<file path="src/rtl/sum_accumulator_pkg.sv">
// Shared definitions for the sum accumulator: readout state encoding,
// byte/counter widths and the derived readout byte count.
package sum_accumulator_pkg;
  localparam int BYTE_W      = 8;
  localparam int CNT_W       = 8;
  localparam int ADDEND_W    = 9;
  localparam int ACC_W_DFLT  = 16;
  localparam int NBYTES_DFLT = ACC_W_DFLT / BYTE_W;

  typedef enum logic [1:0] {
    ST_IDLE     = 2'd0,
    ST_SEND     = 2'd1,
    ST_SEND_CNT = 2'd2
  } state_t;

  function automatic int nbytes(input int acc_w);
    return acc_w / BYTE_W;
  endfunction
endpackage

</file>
<file path="src/rtl/sum_accumulator_sat_add.sv">
// Unsigned saturating adder: ACC_W-bit running value plus a 9-bit addend,
// clamping to all-ones and flagging when the true sum does not fit.
module sat_add
  import sum_accumulator_pkg::*;
#(
  parameter int ACC_W = ACC_W_DFLT
) (
  input  logic [ACC_W-1:0]    i_a,
  input  logic [ADDEND_W-1:0] i_b,
  output logic [ACC_W-1:0]    o_sum,
  output logic                o_ovf
);
  logic [ACC_W:0] w_full;

  assign w_full = {1'b0, i_a} + {{(ACC_W + 1 - ADDEND_W){1'b0}}, i_b};
  assign o_ovf  = w_full[ACC_W];
  assign o_sum  = o_ovf ? {ACC_W{1'b1}} : w_full[ACC_W-1:0];
endmodule

</file>
<file path="src/rtl/sum_accumulator.sv">
// Saturating accumulator of adder results with a sample counter, plus a
// snapshot readout that streams total (MS byte first) then count bytewise.
//
//  state       | meaning
//  ST_IDLE     | no readout; waiting for rd_req
//  ST_SEND     | presenting snapshot total byte r_idx
//  ST_SEND_CNT | presenting snapshot sample count
module sum_accumulator
  import sum_accumulator_pkg::*;
#(
  parameter int ACC_W = ACC_W_DFLT
) (
  input  logic       clk,
  input  logic       rst,
  input  logic [7:0] sum_in,
  input  logic       carry_in,
  input  logic       sum_valid,
  input  logic       clear,
  input  logic       rd_req,
  output logic [7:0] out_data,
  output logic       out_valid,
  input  logic       out_ready,
  output logic       busy,
  output logic       sat_flag
);
  localparam int NBYTES = nbytes(ACC_W);
  localparam int IDX_W  = $clog2(NBYTES);
  localparam logic [IDX_W-1:0] IDX_LAST = IDX_W'(NBYTES - 1);

  logic [ACC_W-1:0]    r_total;
  logic [CNT_W-1:0]    r_count;
  logic                r_sat;
  logic [ACC_W-1:0]    r_snap_total;
  logic [CNT_W-1:0]    r_snap_count;
  state_t              r_state;
  logic [IDX_W-1:0]    r_idx;

  state_t              w_state_nxt;
  logic [IDX_W-1:0]    w_idx_nxt;
  logic [ADDEND_W-1:0] w_addend;
  logic [ACC_W-1:0]    w_sum;
  logic                w_ovf;
  logic [ACC_W-1:0]    w_shifted;
  logic [BYTE_W-1:0]   w_sel_byte;

  assign w_addend = {carry_in, sum_in};

  sat_add #(.ACC_W(ACC_W)) u_sat_add (
    .i_a   (r_total),
    .i_b   (w_addend),
    .o_sum (w_sum),
    .o_ovf (w_ovf)
  );

  // Accumulation runs every cycle regardless of readout activity.
  always_ff @(posedge clk) begin
    if (rst) begin
      r_total <= '0;
      r_count <= '0;
      r_sat   <= 1'b0;
    end else if (clear) begin
      r_sat <= 1'b0;
      if (sum_valid) begin
        r_total <= {{(ACC_W - ADDEND_W){1'b0}}, w_addend};
        r_count <= CNT_W'(1);
      end else begin
        r_total <= '0;
        r_count <= '0;
      end
    end else if (sum_valid) begin
      r_total <= w_sum;
      r_count <= r_count + CNT_W'(1);
      if (w_ovf) r_sat <= 1'b1;
    end
  end

  always_ff @(posedge clk) begin
    if (rst) begin
      r_snap_total <= '0;
      r_snap_count <= '0;
    end else if (r_state == ST_IDLE && rd_req) begin
      r_snap_total <= r_total;
      r_snap_count <= r_count;
    end
  end

  always_ff @(posedge clk) begin
    if (rst) begin
      r_state <= ST_IDLE;
      r_idx   <= '0;
    end else begin
      r_state <= w_state_nxt;
      r_idx   <= w_idx_nxt;
    end
  end

  assign w_shifted  = r_snap_total >> {r_idx, 3'b000};
  assign w_sel_byte = w_shifted[BYTE_W-1:0];

  always_comb begin
    w_state_nxt = r_state;
    w_idx_nxt   = r_idx;
    out_valid   = 1'b0;
    out_data    = '0;
    case (r_state)
      ST_IDLE: begin
        if (rd_req) begin
          w_state_nxt = ST_SEND;
          w_idx_nxt   = IDX_LAST;
        end
      end
      ST_SEND: begin
        out_valid = 1'b1;
        out_data  = w_sel_byte;
        if (out_ready) begin
          if (r_idx == '0) w_state_nxt = ST_SEND_CNT;
          else             w_idx_nxt   = r_idx - IDX_W'(1);
        end
      end
      ST_SEND_CNT: begin
        out_valid = 1'b1;
        out_data  = r_snap_count;
        if (out_ready) w_state_nxt = ST_IDLE;
      end
      default: w_state_nxt = ST_IDLE;
    endcase
  end

  assign busy     = (r_state != ST_IDLE);
  assign sat_flag = r_sat;
endmodule
</file>
<file path="config.mk">
export PLATFORM = sky130hd
export DESIGN_NAME = sum_accumulator
export DESIGN_NICKNAME = d
export VERILOG_FILES = /design/src/rtl/sum_accumulator_pkg.sv /design/src/rtl/sum_accumulator_sat_add.sv /design/src/rtl/sum_accumulator.sv
export SDC_FILE = /design/constraint.sdc
export NUM_CORES = 1
export LEC_CHECK = 0
export ABC_CLOCK_PERIOD_IN_PS = 2200
export BUFFER_PORTS_ARGS = -buffer_cell sky130_fd_sc_hd__buf_2
export CORE_MARGIN = 2
export CORE_UTILIZATION = 53
export CTS_CLUSTER_DIAMETER = 150
export CTS_CLUSTER_SIZE = 10
export DETAILED_ROUTE_END_ITERATION = 16
export PLACE_DENSITY = 0.75
export REMOVE_ABC_BUFFERS = 1
export SYNTH_ARGS = -nofsm -noshare
export SYNTH_HDL_FRONTEND = slang
export SYNTH_SLANG_ARGS = --single-unit
</file>
<file path="constraint.sdc">
create_clock -name clk -period 2.2 [get_ports clk]
set_input_delay 0.33 -clock clk [delete_from_list [all_inputs] [get_ports clk]]
set_output_delay 0.33 -clock clk [all_outputs]
set_load 0.01 [all_outputs]
</file>
======== Word level (Yosys, flattened, before mapping) ========
Index checks and enable logic that the tools add are counted.
word-level totals
  output and inout port bits .............. 11
  flip-flop bits (word level) ............. 52
cells by class
  muxes and demuxes ....................... 18
  reductions and logical operators ........ 10
  add/sub/neg operators ................... 3
  shift operators ......................... 1
  equal/unequal tests ..................... 6
operators by type and width
  operator                                                                number
  16-bit 2-to-1 mux                                                       3
  16-bit by 9-bit adder with 17-bit output                                1
  8-bit 2-to-1 mux                                                        2
  8-bit one-hot mux with 2 select lines                                   1
  16-bit by 4-bit right shift with 8-bit output                           1
  9-bit 2-to-1 mux                                                        1
  8-bit by 1-bit adder with 8-bit output (second input constant)          1
  2-bit 2-to-1 mux                                                        4
  2-bit != test (second input constant)                                   4
  2-bit one-hot mux with 3 select lines                                   1
  2-bit nonzero test                                                      3
  1-bit 2-to-1 mux                                                        5
  4-bit AND reduction                                                     1
  2-bit OR reduction                                                      2
  3-bit AND reduction                                                     1
  2-bit by 1-bit equality test with 1-bit output (second input constant)  1
  2-bit equality test (second input constant)                             1
  2-bit zero test                                                         1
  1-bit one-hot mux with 2 select lines                                   1
  2-bit AND reduction                                                     1
  1-bit logical AND                                                       1
  1-bit subtractor (second input constant)                                1

======== Longest topological paths before layout ========
  depth in word-level cells ............... 4
  depth in mapped cells ................... 8

======== Cells and area by module ========
Synthesis repeated with hierarchy kept, for this count alone.
unflattened totals
  cell total of the unflattened synthesis .. 364
  area, all modules ....................... 2986.6 sq um
modules (own cells, without submodules)
  module           times used  area an instance (sq um)  cells each  sequential area each (sq um)
  sum_accumulator  1           2347.3                    272         1041.0
  sat_add          1           639.4                     92          0.0

======== Worst setup path before layout ========
Ideal clock, no wire load.
  path type ............................... input to register
  start ................................... input sum_in[0]
  end ..................................... register r_total[13]
  arrival ................................. 2.069 ns
  path buffers ............................ 0
  setup time .............................. 0.124 ns
  data required time ...................... 2.076 ns
  path slack .............................. 0.007 ns
  cell stages on the path ................. 8
  path through ............................ ha_1 -> fa_1 -> a211oi_1 -> o21ai_1 -> a221oi_4 -> nor2_4 -> nor4b_2 -> nor3_1
between the ends
  word-level cells in the longest chain between the ends .. 4
RTL lines
  element                                   line                           source
  from (decl)                               sum_accumulator.sv:15          input logic [7:0] sum_in,
  16-bit by 9-bit adder with 17-bit output  sum_accumulator_sat_add.sv:15  assign w_full = {1'b0, i_a} + {{(ACC_W + 1 - ADDEND_W){1'b0}}, i_b};
  16-bit 2-to-1 mux                         sum_accumulator_sat_add.sv:17  assign o_sum = o_ovf ? {ACC_W{1'b1}} : w_full[ACC_W-1:0];
  16-bit 2-to-1 mux                         sum_accumulator.sv:70          end else if (sum_valid) begin
  16-bit 2-to-1 mux                         sum_accumulator.sv:61          end else if (clear) begin
  to (signal assigned)                      sum_accumulator.sv:64          r_total <= {{(ACC_W - ADDEND_W){1'b0}}, w_addend};
  to (signal assigned)                      sum_accumulator.sv:71          r_total <= w_sum;
  to (decl)                                 sum_accumulator.sv:30          logic [ACC_W-1:0] r_total;
No other way between the ends. The select of a mux whose other input is x is not followed.
A chain may end at the register's enable or synchronous reset.

======== Worst setup path after layout ========
  start ................................... register r_total[0]
  end ..................................... register r_total[14]
between the ends
  word-level cells in the longest chain between the ends .. 4
RTL lines
  element                                   line
  16-bit by 9-bit adder with 17-bit output  sum_accumulator_sat_add.sv:15
  16-bit 2-to-1 mux                         sum_accumulator_sat_add.sv:17
  16-bit 2-to-1 mux                         sum_accumulator.sv:70
  16-bit 2-to-1 mux                         sum_accumulator.sv:61
No other way between the ends. The select of a mux whose other input is x is not followed.

==> metrics.md <==
| Metric | Value |
|---|---|
| Outcome | `completed` |
| Seq pwr share | `43.0%` |
| Clk root buf | `clkbuf_8` |
| Yosys top cell by area | `dfxtp_1` |
| WHS | `323 ps` |
| Total power | `2460 uW` |
| Commonest cells post-synth | `62 x nand2_1, 52 x dfxtp_1, 43 x a21oi_1` |
| Number of global-route vias before repair | `2360` |
| Total grt overflow | `0` |
| Design area | `3190 sq um` |
| Clk pin slew, worst setup/hold paths | `100 ps` |
| Worst r2r src | `r_total[0]` |
| Hpwl dp | `4.34 mm` |
| Clock power share | `27.5%` |
| Finish-stage setup viols | `0` |
| Fin util | `62.4%` |
| Lkg Pwr | `0.00123 uW` |
| FF-to-FF setup slack | `90 ps` |
| Most common cell in the synthesized netlist | `nand2_1` |
| Worst hold path cell count | `4` |
| Nets | `406` |
| Actual slew at the worst max-slew pin | `828 ps` |
| Most used flip-flop cell after synthesis | `dfxtp_1` |
| Share of layout cells above drive strength 1 | `18.9%` |
| Synthesized instance count | `347` |
| Number of max-slew violations in the final report | `0` |
| Chip Height | `76.5 um` |
| Core ar. | `5110 sq um` |
| Internal | `1630 uW` |
| Area contributors post-synth | `dfxtp_1 37%, nand2_1 8.3%, a21oi_1 7.7%, ha_1 6.7%, nor2_1 4.7%` |
| Vias | `2493` |
| Area growth from synthesis to layout | `14.2%` |
| Htree depth | `2` |
| Clock Sinks | `52` |
| CP endpoint kind | `flop` |
| # IOs | `26` |
| Area share of the largest cell type after synthesis | `37.3%` |
| Kind of critical path | `reg2reg` |
| Fin crit period | `2110 ps` |
| Worst vdd ir | `548 uV` |
| Number of flops mapped to enable cells by yosys | `0` |
| Worst Reg-to-Reg Cells | `8` |
| Largest net degree at the start of global routing | `38` |
| Placed Area | `3020 sq um` |
| Initial DRC count | `146` |
| Switch share | `33.8%` |
| Fmax | `474 MHz` |
| CTS Hold Buffers Added | `0` |
| Worst path cell trace | `ha_2 -> fa_2 -> a211oi_2 -> o21ai_2 -> a221oi_4 -> nor3_1 -> and3_1 -> nor3_1` |
| Syn_area_per_cell | `8.04 sq um` |
| Slew headroom | `44.8%` |
| Critical Path RT | `2430 ps` |
| Reg2reg end | `r_total[14]` |
| Final GP Congestion | `0.837` |
| Total Routing Usage GR | `22.4%` |
| Fin. Hold Viols | `0` |
| FF+latch count, synth | `52` |
| Die width | `76.5 um` |
| Worst Hold Launch | `out_ready` |
| Power per cell area | `773 nW/um^2` |
| Total Neg Setup Slack | `0 ps` |
| Worst-case clock buffer depth | `2` |
| CTS tree | `yes` |
| Max-Cap Viols | `0` |
| Psw | `833 uW` |
| Register area share after synthesis | `37.3%` |
| Worst Path Max Fanout | `5` |
| Initial antenna violation count | `0` |
| Slowest-stage cell, CP | `a221oi_4` |
| Final Cycle Share | `95.8%` |
| Final Skew | `6.23 ps` |
| Worst Hold End | `r_idx` |
| Routed WL per cell | `14.0 um` |
| Combinational power share | `29.5%` |
| Worst path arrival time | `2340 ps` |
| DRC Markers | `0` |
| Number of buffers created by CTS | `5` |
| RSZ-0062 raised after global routing | `false` |
| IO Port Bufs | `25` |
| Synth warn | `0` |
| Clk_lat worst skew | `310 ps` |
| Async set-or-reset flop fraction in the synthesized netlist | `0%` |
| Final antenna-violating net count | `0` |
| Crit path top cell by count | `nor3_1` |
| Initial core utilization | `54.6%` |
| Worst min path class | `in2reg` |
| Routed WL | `6.23 mm` |
| Critical Path Source Type | `flop` |
| First drt pass iteration count | `4` |
| First-pass GRT wire length | `10.7 mm` |
| Std cell rows | `26` |
| Synth Cell Area | `2790 sq um` |
| CP max stage delay | `380 ps` |
| Antenna cells | `0` |
| Die ar. | `5860 sq um` |
| Vias per cell | `5.59` |
| Cell variety after synth | `38` |
[per-stage QoR]
step	setup WS (ps)	std cells
after floorplan	6.29	329
after global placement	-169	437
after CTS	10.5	446
final	92.5	446
after detailed placement	-193	437
after global routing	13.6	446
[metal layers]
metal / vias to the layer above / share of wire [%] / wire (um) / track usage (%)
li1: 1260 / - / - / -
met1: 1168 / 47 / 2940 / 28.6
met2: 55 / 47 / 2950 / 37.7
met3: 10 / 4.1 / 257 / 4.98
met4: 0 / 1.3 / 80 / 7.27
met5: - / 0 / 0 / 0
[critical path, delay by kind of cell (launching register included)]
kind / cells / cell delay, ps
flops: 1 / 330
simple gates: 3 / 460
fa+ha+maj: 2 / 530
compound gates: 3 / 730
[worst max-delay path by stage]
stage / cells past startpoint / to / from
CTS: 8 / r_total[13] / r_total[0]
global placement: 9 / r_total[13] / sum_in[0]
floorplan: 8 / r_total[13] / sum_in[0]
detailed placement: 9 / r_total[13] / sum_in[0]
global route: 8 / r_total[14] / r_total[0]
finish: 8 / r_total[14] / r_total[0]
[flip-flops by register name, indices dropped and copies added (netlist names)]
name and count:
r_total 16, r_idx 1, r_snap_total 16, r_state 2, r_snap_count 8, r_count 8
sat_flag 1
[cells in the final DEF, fill, tap and decap left out, types with 2 or more instances in the layout]
master / n
and2_1: 3
xnor2_1: 4
nor2b_1: 13
nor3_1: 6
clkbuf_8: 5
nand4_1: 5
dfxtp_1: 52
buf_2: 25
a21oi_1: 43
a21o_1: 3
inv_1: 6
xor2_1: 9
mux2i_1: 4
nor2_1: 35
o21ai_0: 9
or2_2: 2
a31oi_1: 3
and3_1: 5
nand3_1: 7
nand2_1: 62
mux2_2: 9
o21ai_2: 2
clkinv_4: 2
a22oi_1: 13
ha_1: 14
a211oi_1: 4
nor3b_2: 2
buf_4: 13
[cells by family after synthesis]
family,after synthesis,share of synthesized area (%)
AOI/OAI and AO/OA,84,18.5
xor gates and xnor gates,13,4.08
adders and majority gates,16,7.45
buffers and inverters,24,3.50
DFF,52,37.3
muxes,13,5.07
and+or+nand+nor,145,24.0
[repair_timing]
| action | 4_1_cts | 5_1_grt |
|---|---|---|
| resized for setup | 4 | 6 |
| cloned | 1 | 0 |
| buffers inserted | 0 | 0 |
| setup endpoints to repair | 8 | 14 |
| pin swaps | 3 | 5 |
[cell type report]
| cell class | count | area [sq um] |
|---|---|---|
| clock buffer | 5 | 68.8 |
| inverter | 6 | 22.5 |
| tap | 70 | 87.6 |
| multi-input combinational | 272 | 1700 |
| clock inverter | 3 | 47.5 |
| sequential | 52 | 1040 |
| timing repair buffer | 38 | 223 |
| fill | 454 | 1920 |
[power groups by stage]
stage	combinational (uW)	clock [uW]	sequential, uW
after floorplan	496	0	1060
after global placement	695	0	1080
after detailed placement	710	0	1080
after CTS	720	688	1060
after global routing	808	723	1070
final	726	678	1060
No activity file was read; power rests on OpenSTA's default activity.
